$ cat config.mk
export PLATFORM = sky130hd
export DESIGN_NAME = usb_fs_rx_cdr
export DESIGN_NICKNAME = d
export VERILOG_FILES = /design/src/rtl/usb_fs_pkg.sv /design/src/rtl/usb_sync_2ff.sv /design/src/rtl/usb_fs_rx_cdr.sv
export SDC_FILE = /design/constraint.sdc
export NUM_CORES = 1
export LEC_CHECK = 0
export ABC_AREA = 1
export CAP_MARGIN = 20
export CORE_UTILIZATION = 60
export CTS_BUF_LIST = sky130_fd_sc_hd__clkbuf_8
export CTS_CLUSTER_SIZE = 10
export DETAILED_ROUTE_END_ITERATION = 6
export GPL_ROUTABILITY_DRIVEN = 1
export PLACE_DENSITY = 0.89
export SYNTH_ARGS = -nofsm -noshare
export SYNTH_HDL_FRONTEND = slang
export SYNTH_SLANG_ARGS = --single-unit
$ cat constraint.sdc
create_clock -name clk48mhz -period 3.6 [get_ports clk48mhz]
set_clock_uncertainty 0.15 [all_clocks]
set_input_delay 0.54 -clock clk48mhz [delete_from_list [all_inputs] [get_ports clk48mhz]]
set_output_delay 0.54 -clock clk48mhz [all_outputs]
set_load 0.02 [all_outputs]
$ cat src/rtl/usb_fs_pkg.sv
// Shared constants for the full-speed USB receive path: line-state encodings
// and the 4x oversampling geometry.
package usb_fs_pkg;

    typedef enum logic [1:0] {
        LS_SE0 = 2'b00,
        LS_J   = 2'b01,
        LS_K   = 2'b10,
        LS_SE1 = 2'b11
    } line_state_e;

    localparam int OVERSAMPLE   = 4;
    localparam int SAMPLE_PHASE = 2;
    localparam int PHASE_W      = $clog2(OVERSAMPLE);

    // NRZI: no change in line level encodes a 1, a change encodes a 0.
    function automatic logic nrzi_bit(input logic [1:0] cur, input logic [1:0] prev);
        return cur == prev;
    endfunction

endpackage

$ cat src/rtl/usb_sync_2ff.sv
// Parameterised-depth flop synchronizer for one asynchronous pin, with a
// selectable reset value so the line can idle in J.
module usb_sync_2ff #(
    parameter int   STAGES  = 2,
    parameter logic RST_VAL = 1'b0
) (
    input  logic clk,
    input  logic rst_n,
    input  logic d,
    output logic q
);

    logic [STAGES-1:0] ff;

    generate
        if (STAGES == 1) begin : g_one
            always_ff @(posedge clk) begin
                if (!rst_n) ff <= RST_VAL;
                else        ff <= d;
            end
        end else begin : g_chain
            always_ff @(posedge clk) begin
                if (!rst_n) ff <= {STAGES{RST_VAL}};
                else        ff <= {ff[STAGES-2:0], d};
            end
        end
    endgenerate

    assign q = ff[STAGES-1];

endmodule

$ cat src/rtl/usb_fs_rx_cdr.sv
// Full-speed USB receive front end: 4x oversampled clock/data recovery,
// NRZI decode, bit unstuffing, SE0 and EOP detection.
module usb_fs_rx_cdr
    import usb_fs_pkg::*;
#(
    parameter int SYNC_STAGES = 2,
    parameter int STUFF_LEN   = 6
) (
    input  logic       clk48mhz,
    input  logic       rst_n,
    input  logic       usb_dp_i,
    input  logic       usb_dn_i,
    input  logic       rx_en,
    output logic [1:0] line_state,
    output logic       se0,
    output logic       bit_valid,
    output logic       bit_data,
    output logic       stuff_err,
    output logic       eop
);

    localparam int CNT_W = $clog2(STUFF_LEN + 1);

    logic               dp_s;
    logic               dn_s;
    logic [1:0]         ls_sync;
    logic [PHASE_W-1:0] phase;
    logic [1:0]         prev_jk;
    logic [CNT_W-1:0]   ones_cnt;
    logic [1:0]         se0_cnt;
    logic               trans;
    logic               sample;
    logic               nrzi;

    logic [1:0]         nxt_prev_jk;
    logic [CNT_W-1:0]   nxt_ones;
    logic [1:0]         nxt_se0_cnt;
    logic               nxt_valid;
    logic               nxt_data;
    logic               nxt_stuff;
    logic               nxt_eop;

    usb_sync_2ff #(.STAGES(SYNC_STAGES), .RST_VAL(1'b1)) u_sync_dp (
        .clk   (clk48mhz),
        .rst_n (rst_n),
        .d     (usb_dp_i),
        .q     (dp_s)
    );

    usb_sync_2ff #(.STAGES(SYNC_STAGES), .RST_VAL(1'b0)) u_sync_dn (
        .clk   (clk48mhz),
        .rst_n (rst_n),
        .d     (usb_dn_i),
        .q     (dn_s)
    );

    assign ls_sync = {dn_s, dp_s};

    // A pending edge (synced pair differs from the registered state) re-centres
    // the phase and suppresses a sample that would otherwise land this cycle.
    assign trans  = ls_sync != line_state;
    assign sample = !trans && (phase == PHASE_W'(SAMPLE_PHASE));

    always_comb begin
        nxt_prev_jk = prev_jk;
        nxt_ones    = ones_cnt;
        nxt_se0_cnt = se0_cnt;
        nxt_valid   = 1'b0;
        nxt_data    = bit_data;
        nxt_stuff   = 1'b0;
        nxt_eop     = 1'b0;
        nrzi        = nrzi_bit(line_state, prev_jk);

        if (!rx_en) begin
            nxt_prev_jk = LS_J;
            nxt_ones    = '0;
            nxt_se0_cnt = '0;
        end else if (sample) begin
            case (line_state)
                LS_SE0: begin
                    if (se0_cnt != 2'd2) nxt_se0_cnt = se0_cnt + 2'd1;
                end
                LS_J, LS_K: begin
                    // One SE0 sample is enough to accept an EOP on the next J.
                    if (line_state == LS_J && se0_cnt != 2'd0) begin
                        nxt_eop     = 1'b1;
                        nxt_prev_jk = LS_J;
                        nxt_ones    = '0;
                        nxt_se0_cnt = '0;
                    end else begin
                        nxt_prev_jk = line_state;
                        nxt_se0_cnt = '0;
                        if (ones_cnt == CNT_W'(STUFF_LEN)) begin
                            nxt_stuff = nrzi;
                            nxt_ones  = '0;
                        end else begin
                            nxt_valid = 1'b1;
                            nxt_data  = nrzi;
                            nxt_ones  = nrzi ? ones_cnt + 1'b1 : '0;
                        end
                    end
                end
                default: ;
            endcase
        end
    end

    always_ff @(posedge clk48mhz) begin
        if (!rst_n) begin
            line_state <= LS_J;
            phase      <= '0;
            se0        <= 1'b0;
            prev_jk    <= LS_J;
            ones_cnt   <= '0;
            se0_cnt    <= '0;
            bit_valid  <= 1'b0;
            bit_data   <= 1'b0;
            stuff_err  <= 1'b0;
            eop        <= 1'b0;
        end else begin
            line_state <= ls_sync;
            phase      <= trans ? '0 : phase + 1'b1;
            if (sample) se0 <= (line_state == LS_SE0);
            prev_jk    <= nxt_prev_jk;
            ones_cnt   <= nxt_ones;
            se0_cnt    <= nxt_se0_cnt;
            bit_valid  <= nxt_valid;
            bit_data   <= nxt_data;
            stuff_err  <= nxt_stuff;
            eop        <= nxt_eop;
        end
    end

endmodule

* Word-level counts from Yosys, hierarchy flattened
Cells that the tools add are included.
Storage, ports and cells: register bits after elaboration 20, output and inout bits 7, logic and storage cells 52
Operators by class: $add $sub $neg 3, equal/unequal tests 8, muxes and demuxes 8, bitwise logic cells 6, reductions and logical operators 15
Operators with widths (count):
- 3-bit 2-to-1 mux | 3
- 1-bit inverter | 6
- 6-bit OR reduction | 1
- 5-bit AND reduction | 1
- 5-bit OR reduction | 1
- 2-bit by 1-bit adder with 2-bit output (second input constant) | 2
- 2-bit == test (second input constant) | 2
- 2-bit 2-to-1 mux | 2
- 2-bit != test (second input constant) | 2
- 2-bit one-hot mux with 2 select lines | 1
- 2-bit AND reduction | 2
- 4-bit AND reduction | 1
- 2-bit nonzero test | 2
- 2-bit OR reduction | 2
- 3-bit by 1-bit adder with 3-bit output (second input constant) | 1
- 3-bit == test (second input constant) | 1
- 3-bit AND reduction | 1
- 2-bit by 1-bit == test with 1-bit output (second input constant) | 1
- 2-bit == test | 1
- 1-bit logical AND | 2
- 2-bit zero test | 1
- 1-bit 2-to-1 mux | 2
- 2-bit != test | 1
- 1-bit zero test | 1

* Longest topological paths before layout
Gate-level depths: netlist (run 1).
depth in word-level cells 5, depth in mapped cells 10

* Cells and area by module
From an unflattened synthesis (run 1), not the netlist that was laid out.
Unflattened totals: cells, all modules 126, area, all modules 991.0 um2
By module, submodules not included:
- usb_fs_rx_cdr | times used 1, cells each 114, area an instance 880.8 um2, seq. area each 320.3 um2
- usb_sync_2ff | times used 2, cells each 6, area an instance 55.1 um2, seq. area each 40.0 um2

* Worst setup path before layout (run 1)
No wires, ideal clock.
path type register to register, start reg line_state[0], end reg bit_data, setup time 114 ps, arrival 1492 ps, required time 3336 ps, setup slack 1844 ps, cell stages (with the launch flop) 8, path buffers 0, cell sequence dfxtp_1 inv_2 ha_1 inv_1 nor2_1 nand4_2 a21oi_1 nor2_1
Between the ends: longest elaborated chain between the ends 4, elaborated cells between the ends (all ways) 10
RTL lines:
- start, declared | line usb_fs_rx_cdr.sv:14 | output logic [1:0] line_state,
- start signal, assigned | line usb_fs_rx_cdr.sv:121 | line_state <= ls_sync;
- 2-bit != test / 2-bit by 1-bit == test with 1-bit output (equally long branches) | line usb_fs_rx_cdr.sv:61, usb_fs_rx_cdr.sv:79, usb_fs_rx_cdr.sv:85
- 1-bit zero test / 1-bit logical AND (equally long branches) | line usb_fs_rx_cdr.sv:62, usb_fs_rx_cdr.sv:85
- 1-bit logical AND / 1-bit inverter (equally long branches)
- 5-bit AND reduction (no source line)
- end signal, assigned | line usb_fs_rx_cdr.sv:128 | bit_data <= nxt_data;
- end, declared | line usb_fs_rx_cdr.sv:17 | output logic bit_data,
Parallel ways exist; a longest one is shown, timed or not. A chain may end at the register's enable or synchronous reset.

* Final worst setup path (run 1)
start reg line_state[0], end out line_state[0]
No word-level cell between the ends.

==> results.sh, run 1 <==
export IMPL_grt_max_degree=12
export IMPL_fin_cells=160
export IMPL_final_common_cell="nand2_1"
export IMPL_cts_setup_buffers=0
export IMPL_powerDensity_nw_per_um2=388
export IMPL_p_seq_share_pct=52.0
export IMPL_synth_area_um2=975
export IMPL_dpl_cell_count=156
export IMPL_dieHeight_um=42.3
export IMPL_path_class="reg -> out"
export IMPL_vdd_drop_max_uv=331
export IMPL_slowest_delay_ps=650
export IMPL_layout_common_cells="nand2_1 (35), dfxtp_1 (20), inv_1 (19), nor2_1 (13), clkdlybuf4s50_1 (11)"
export IMPL_globalplace_congestion=0.935
export IMPL_post_place_ws_ps=1620
export IMPL_status="finished, final reports clean"
export IMPL_ctsHtreeMaxLevel=1
export IMPL_internal_power_uw=343
export IMPL_yosys_warnings=0
export IMPL_arrival_ps=1370
export IMPL_hpwlAfterDp_um=1430
export IMPL_overflow=0
export IMPL_coreArea_um2=1510
export IMPL_vias=841
export IMPL_area_growth_pct=17.8
export IMPL_critPathLaunch="line_state[0]"
export IMPL_ys_ff_latch=20
export IMPL_ctsRootBufferMaster="clkbuf_8"
export IMPL_finalSetupViolations=0
export IMPL_max_clock_freq_mhz=484
export IMPL_grt_pass1_wl_um=3150
export IMPL_reg2reg_slack_ps=1730
export IMPL_hold_violations=0
export IMPL_min_path_cells=1
export IMPL_multiInputGateArea_um2=480
export IMPL_nNetsFinal=157
export IMPL_power_uw=445
export IMPL_min_from="phase[0]"
export IMPL_critPathCaptureType="output pin"
export IMPL_whs_ps=261
export IMPL_ioPinCount=12
export IMPL_clk_pin_slew_ps=70
export IMPL_ctsHoldBuffers=0
export IMPL_rsz0062_at_grt="false"
export IMPL_period_share_pct=57.3
export IMPL_finalInstanceArea_um2=1150
export IMPL_clk_path_buf_depth=2
export IMPL_slowest_stage="clkdlybuf4s50_1"
export IMPL_viasPerCell=5.26
export IMPL_final_util_pct=76.2
export IMPL_num_rows=14
export IMPL_numCtsBuffers=3
export IMPL_power_frac_clock_pct=37.4
export IMPL_hp_class="reg -> reg"
export IMPL_antennaDiodeCount=0
export IMPL_die_area_um2=1790
export IMPL_fillCellCount=111
export IMPL_p_sw_share_pct=23.0
export IMPL_portBuffers=11
export IMPL_cts_tree="yes"
export IMPL_wl_per_cell_um=11.6
export IMPL_cp_start_kind="register"
export IMPL_synth_distinct_cells=22
export IMPL_power_switching_uw=102
export IMPL_ff_latch_area_um2=400
export IMPL_maxSlewHeadroom_pct=78.3
export IMPL_drt_iter0_markers=27
export IMPL_synth_seq_area_share_pct=41.1
export IMPL_r2r_start="line_state[0]"
export IMPL_ant_nets=0
export IMPL_cts_resized=0
export IMPL_insertion_delay_ps=260
export IMPL_postSynthCellCount=130
export IMPL_path_cells="clkdlybuf4s50_1"
export IMPL_placed_area_um2=1090
export IMPL_required_ps=2910
export IMPL_start_util_pct=64.7
export IMPL_track_usage_pct=23.1
export IMPL_synthesis_nets=142
export IMPL_reg2regPathDepth=7
export IMPL_die_x_um=42.3
export IMPL_syn_avg_cell_area_um2=7.50
export IMPL_cp_max_fo=7
export IMPL_combPwrFrac_pct=10.6
export IMPL_routed_wl_um=1850
export IMPL_drv_cap=0
export IMPL_finalCriticalPeriod_ps=2060
export IMPL_cp_top_family="buffers and inverters"
export IMPL_grt_pass1_vias=778
export IMPL_drive_gt1_share_pct=12.5
export IMPL_dr_pass1_iters=4
export IMPL_p_leak_nw=0.561
export IMPL_fin_ws_ps=1540
export IMPL_r2r_end="bit_data"
export IMPL_drv_slew=0
export IMPL_tns_ps=0
export IMPL_hold_end="phase[0]"
export IMPL_path_buf_inv=1
export IMPL_antenna_found_initial=0
export IMPL_worst_pin_slew_ps=325
export IMPL_drc_errors=0
export IMPL_cts_sinks=20
## registers in the layout, summed over array words and instances, names as in the netlist
name and flops:
u_sync_dn.ff 2, ones_cnt 3, bit_valid 1, se0_cnt 2, u_sync_dp.ff 2, bit_data 1
prev_jk 2, eop 1, se0 1, line_state 2, phase 2, stuff_err 1
## synthesized netlist by cell type, drive strengths merged
| library cell | instances | share of area, % |
|---|---|---|
| nand2 | 38 | 15 |
| inv | 22 | 8.5 |
| dfxtp | 20 | 41 |
| nor2 | 15 | 7.3 |
| a21oi | 8 | 4.1 |
| ha | 7 | 9.0 |
| nand3 | 5 | 3.6 |
| o21ai | 4 | 2.1 |
| nand4 | 3 | 2.6 |
| nor3 | 2 | 1.5 |
| or2 | 2 | 1.3 |
| buf | 1 | 1.2 |
| nand3b | 1 | 0.77 |
| o211ai | 1 | 0.77 |
| xnor2 | 1 | 0.90 |
## cell families (layout without fill, tap and decap cells)
| kind of cell | Yosys count | count (layout) | share of synthesized area (%) |
|---|---|---|---|
| xor gates and xnor gates | 1 | 1 | 0.899 |
| DFF | 20 | 20 | 41.1 |
| buffers and inverters | 23 | 37 | 9.63 |
| adders and majority gates | 7 | 7 | 8.99 |
| and+or+nand+nor | 66 | 66 | 32.5 |
| AOI/OAI and AO/OA | 13 | 13 | 6.93 |
## power by group through the flow
stage / clock network, mW / registers [mW] / logic (mW)
CTS: 0.169 / 0.231 / 0.0471
finish: 0.166 / 0.231 / 0.0473
floorplan: 0 / 0.237 / 0.0318
global placement: 0 / 0.236 / 0.0448
detailed placement: 0 / 0.236 / 0.0466
global route: 0.176 / 0.232 / 0.0524
## per-layer routing
layer / wire length (um) / global-route usage [%] / up-vias
li1: - / - / 431
met1: 832 / 28.1 / 381
met2: 905 / 38.8 / 24
met3: 77 / 3.88 / 5
met4: 34 / 11.9 / 0
met5: 0 / 0 / -
## worst max path at each step
stage	to	depth (start not counted)
3_3_place_gp	prev_jk[1]	5
4_1_cts	line_state[0]	1
3_5_place_dp	prev_jk[1]	5
2_1_floorplan	bit_data	7
6_report	line_state[0]	1
5_1_grt	line_state[0]	1
## cell type report
type | count | share of cell area, %
multi-input cells | 87 | 41.8
flip-flops and latches | 20 | 34.9
repair buffers | 11 | 9.59
inverters | 22 | 7.19
clock buffers | 4 | 4.79
well taps | 16 | 1.74
Note: power is estimated with default switching activity, not from simulation.
==> inputs of run 2 (changes only) <==
Settings changed: CORE_UTILIZATION 60 to 56, PLACE_DENSITY 0.89 to 0.84.
Clock period 3.6 ns to 2.01 ns, I/O delays scaled along.
==> run 2 against run 1 <==
Sequential power up 80%. Flip-flop and latch count unchanged. Via count up 5.4%. Routed wire length increased by 8.6%. Final cell count is 0.63% higher. Total power is 71% higher. Sequential share of layout area barely moved. Critical path depth unchanged. Setup slack got worse by 1400 ps. Non-clock buffer count rose by 2. Critical path type unchanged. Highest routed layer unchanged.
==> results.sh, run 2 (synthesis results as in run 1) <==
export IMPL_ctsHoldBuffers=0
export IMPL_ioPinCount=12
export IMPL_cts_tree="yes"
export IMPL_tns_ps=0
export IMPL_required_ps=1560
export IMPL_antenna_found_initial=0
export IMPL_critPathCaptureType="output pin"
export IMPL_nNetsFinal=159
export IMPL_path_buf_inv=1
export IMPL_fillCellCount=126
export IMPL_ctsHtreeMaxLevel=1
export IMPL_largest_reg_flops=3
export IMPL_die_area_um2=1910
export IMPL_drv_cap=0
export IMPL_fin_cells=161
export IMPL_p_leak_nw=0.563
export IMPL_max_clock_freq_mhz=542
export IMPL_ant_nets=0
export IMPL_clk_pin_slew_ps=70
export IMPL_coreArea_um2=1560
export IMPL_maxSlewHeadroom_pct=82.1
export IMPL_slowest_stage="clkdlybuf4s50_1"
export IMPL_dieHeight_um=43.7
export IMPL_antennaDiodeCount=0
export IMPL_hpwlAfterDp_um=1500
export IMPL_arrival_ps=1390
export IMPL_regMostFlops="ones_cnt"
export IMPL_cp_depth=1
export IMPL_die_x_um=43.7
export IMPL_clk_path_buf_depth=2
export IMPL_cp_start_kind="register"
export IMPL_cp_max_fo=7
export IMPL_dr_pass1_iters=4
export IMPL_routed_wl_um=2010
export IMPL_viasPerCell=5.50
export IMPL_cts_setup_buffers=0
export IMPL_numCtsBuffers=3
export IMPL_drv_slew=0
export IMPL_num_rows=14
export IMPL_grt_max_degree=11
export IMPL_reg2reg_slack_ps=180
export IMPL_cp_top_family="buffers and inverters"
export IMPL_drive_gt1_share_pct=13.1
export IMPL_cts_sinks=20
export IMPL_worst_pin_slew_ps=268
export IMPL_insertion_delay_ps=260
export IMPL_power_uw=761
export IMPL_drt_iter0_markers=34
export IMPL_portBuffers=11
export IMPL_r2r_start="line_state[0]"
export IMPL_drc_errors=0
export IMPL_r2r_end="bit_data"
export IMPL_path_cells="clkdlybuf4s50_1"
export IMPL_wl_per_cell_um=12.5
export IMPL_area_growth_pct=18.0
export IMPL_critPathLaunch="line_state[0]"
export IMPL_start_util_pct=62.5
export IMPL_min_from="phase[0]"
export IMPL_whs_ps=266
export IMPL_path_class="reg -> out"
export IMPL_vias=886
export IMPL_finalSetupViolations=0
export IMPL_cts_resized=0
export IMPL_final_common_cell="nand2_1"
export IMPL_track_usage_pct=24.8
export IMPL_vdd_drop_max_uv=501
export IMPL_powerDensity_nw_per_um2=662
export IMPL_reg2regPathDepth=8
export IMPL_globalplace_congestion=0.919
export IMPL_ctsRootBufferMaster="clkbuf_8"
export IMPL_overflow=0
export IMPL_period_share_pct=91.8
export IMPL_dpl_cell_count=158
export IMPL_slowest_delay_ps=660
export IMPL_grt_pass1_vias=855
export IMPL_grt_pass1_wl_um=3430
export IMPL_status="finished, final reports clean"
export IMPL_hold_violations=0
export IMPL_rsz0062_at_grt="false"
export IMPL_hp_class="reg -> reg"
export IMPL_finalCriticalPeriod_ps=1850
export IMPL_layout_common_cells="nand2_1 (35), dfxtp_1 (20), inv_1 (19), nor2_1 (13), clkdlybuf4s50_1 (11)"
export IMPL_crit_path_end="line_state[0]"
[run 2: cell count changes in the layout (fill, tap and decap cells not counted), sizes merged]
cell,change
buf,+2
clkbuf,-1
[run 2: layout make-up]
class	count	area [um^2]	share of cell area (%)
Tap cell	16	20.0	1.74
Timing Repair Buffer	13	125	10.9
Multi-Input combinational cell	87	480	41.8
Clock buffer	3	41.3	3.59
Sequential cell	20	400	34.8
Inverter	22	82.6	7.18
[run 2: per-layer routing]
layer,GRT usage [%],vias up,wire length (um)
met2,40.9,32,995
met1,28.1,406,820
met5,0,-,0
met4,18.1,0,102
met3,5.00,12,91
li1,-,436,-
[run 2: worst min-delay path by stage]
stage	end	slack [ps]	depth (start not counted)
after floorplan	u_sync_dn.ff[1]	240	2
after global routing	phase[0]	290	1
after CTS	phase[0]	270	1
after global placement	u_sync_dp.ff[1]	250	1
final	phase[0]	270	1
after detailed placement	u_sync_dp.ff[1]	260	1
[run 2: per-stage QoR]
step	setup slack (ps)	util (%)	cell area [um^2]
after CTS	155	73.8	1150
after detailed placement	231	71.1	1110
final	164	73.8	1150
after global placement	325	71.1	1110
after global routing	37.4	73.8	1150
after floorplan	254	-	975
[run 2: report_power, final]
group | switching (mW) | internal (mW) | leakage [nW]
Combinational | 0.0532 | 0.0347 | 0.378
Sequential | 0.00714 | 0.408 | 0.163
Clock | 0.125 | 0.133 | 0.0216
Total | 0.185 | 0.576 | 0.563
==> RTL change: new RTL, flow settings as in run 2 <==
Add an input register stage for `usb_dp_i`, `usb_dn_i` and `rx_en`, with the module's reset; this delays them by one clock.
--- a/src/rtl/usb_fs_rx_cdr.sv
+++ b/src/rtl/usb_fs_rx_cdr.sv
@@ -22,4 +22,20 @@
     localparam int CNT_W = $clog2(STUFF_LEN + 1);
 
+    logic usb_dp_q;
+    logic usb_dn_q;
+    logic rx_en_q;
+
+    always_ff @(posedge clk48mhz) begin
+        if (!rst_n) begin
+            usb_dp_q <= '0;
+            usb_dn_q <= '0;
+            rx_en_q  <= '0;
+        end else begin
+            usb_dp_q <= usb_dp_i;
+            usb_dn_q <= usb_dn_i;
+            rx_en_q  <= rx_en;
+        end
+    end
+
     logic               dp_s;
     logic               dn_s;
@@ -44,5 +60,5 @@
         .clk   (clk48mhz),
         .rst_n (rst_n),
-        .d     (usb_dp_i),
+        .d     (usb_dp_q),
         .q     (dp_s)
     );
@@ -51,5 +67,5 @@
         .clk   (clk48mhz),
         .rst_n (rst_n),
-        .d     (usb_dn_i),
+        .d     (usb_dn_q),
         .q     (dn_s)
     );
@@ -72,5 +88,5 @@
         nrzi        = nrzi_bit(line_state, prev_jk);
 
-        if (!rx_en) begin
+        if (!rx_en_q) begin
             nxt_prev_jk = LS_J;
             nxt_ones    = '0;
Behaviour: not the same (a bounded check fails within 4 cycles, from zero or initial values and one cycle with rst_n low).
==> RTL change against run 2 <==
Sequential cell count is 3 higher; critical endpoint unchanged; cell area is 5.8% higher; wire length is 7.2% lower; total power is 10% higher; area after synthesis is 5.4% higher; worst setup slack better by 0.0073 ns; maximum frequency is 0.39% higher.
==> RTL change: results (changes against run 2) <==
status=finished clean; Routed wire per std cell=10.7 um (-15%); WHS Endpoint=u_sync_dp.ff[0]; Mapped Nets=148 (+4.2%); Detailed Place HPWL=1430 um (-4.2%); met1 WL=844 um (+2.9%); GR met2 Demand/Resource=36.8% (-4.1 points); largest net degree at the start of global routing=14 (+3); layout cells sized above 1=13.3% (+0.23 points); vias in the first global route=782 (-8.5%); GR Layer Usage met3=3.60% (-1.4 points); gp weighted congestion=0.803 (-13%); DR WL met3=63 um (-31%); Worst Path Max Fanout=6 (-1); GR Util met1=26.0% (-2.1 points); top cells by count, synth=nand2_1, dfxtp_1, inv_1; met2 wire len=894 um (-10%); worst reg-to-reg path cell count=7 (-1); worst hold slack=0.265 ns (-0.000757 ns); Seq/Total Area, Yosys=44.8% (+3.7 points); Area contributors post-synth=dfxtp_1, nand2_1, ha_1; GRT Overall Usage=21.8% (-3.0 points); flop-to-flop setup slack=0.26 ns (+0.08 ns); Initial DRC Count=16 (-53%); via count=848 (-4.3%); Synth Flop Type=dfxtp_1; reg2reg end=se0_cnt[1]; port bufs=11 (unchanged); relative slew slack=83.4% (+1.2 points); P_leak=0.606 nW (+7.6%); Peak supply drop=0.635 mV (+27%); fin nets=163 (+2.5%); first-pass GRT wire length=3170 um (-7.4%); Unique masters post-synth=20 (-9.1%); Crit-path slowest cell=clkdlybuf4s50_1; Max Used Layer=met4
[RTL change: final cells by class]
type / instances / area [um2]
well taps: 25 / 31.3
repair buffers: 12 / 118
fillers: 154 / 510
multi-input cells: 86 / 465
flip-flops and latches: 23 / 460
clock inverters: 1 / 5.00
clock buffers: 3 / 41.3
inverters: 25 / 95.1
[RTL change: worst max path at each step]
stage	from	endpoint	slack, ns	cells past startpoint
finish	line_state[0]	line_state[0]	0.17	1
global route	line_state[0]	se0_cnt[1]	0.04	8
CTS	line_state[0]	line_state[0]	0.17	1
detailed placement	line_state[0]	se0_cnt[1]	0.26	7
global placement	line_state[0]	se0_cnt[1]	0.37	7
floorplan	line_state[0]	se0_cnt[1]	0.27	8
[RTL change: stage by stage]
step / instances / instance area [um2] / worst slack, ns / utilization (%) / total power [W]
finish: 175 / 1220 / 0.171 / 70.4 / 0.000838
detailed placement: 171 / 1170 / 0.260 / 67.6 / 0.000569
floorplan: 136 / 1030 / 0.271 / - / 0.000543
global route: 175 / 1220 / 0.0417 / 70.4 / 0.000872
CTS: 175 / 1210 / 0.175 / 70.3 / 0.000845
global placement: 171 / 1170 / 0.369 / 67.6 / 0.000565
[RTL change: cells by family after synthesis]
kind of cell	Yosys count	share of synthesized area [%]
AO/OA/AOI/OAI	13	6.70
XOR/XNOR	2	1.71
adder cells (fa/ha/maj)	7	8.53
buffers and inverters	27	10.1
flip-flops	23	44.8
AND/OR/NAND/NOR	64	28.1
[RTL change: power by group]
group	leakage (nW)	switching, W	internal [W]
logic	0.392	0.0000507	0.0000335
registers	0.188	0.00000700	0.000469
clock network	0.0255	0.000140	0.000138
total	0.606	0.000198	0.000641
[RTL change: repair_timing]
item	CTS	global route
resized for setup	0	1
setup endpoints to repair	0	1
hold buffers	0	0
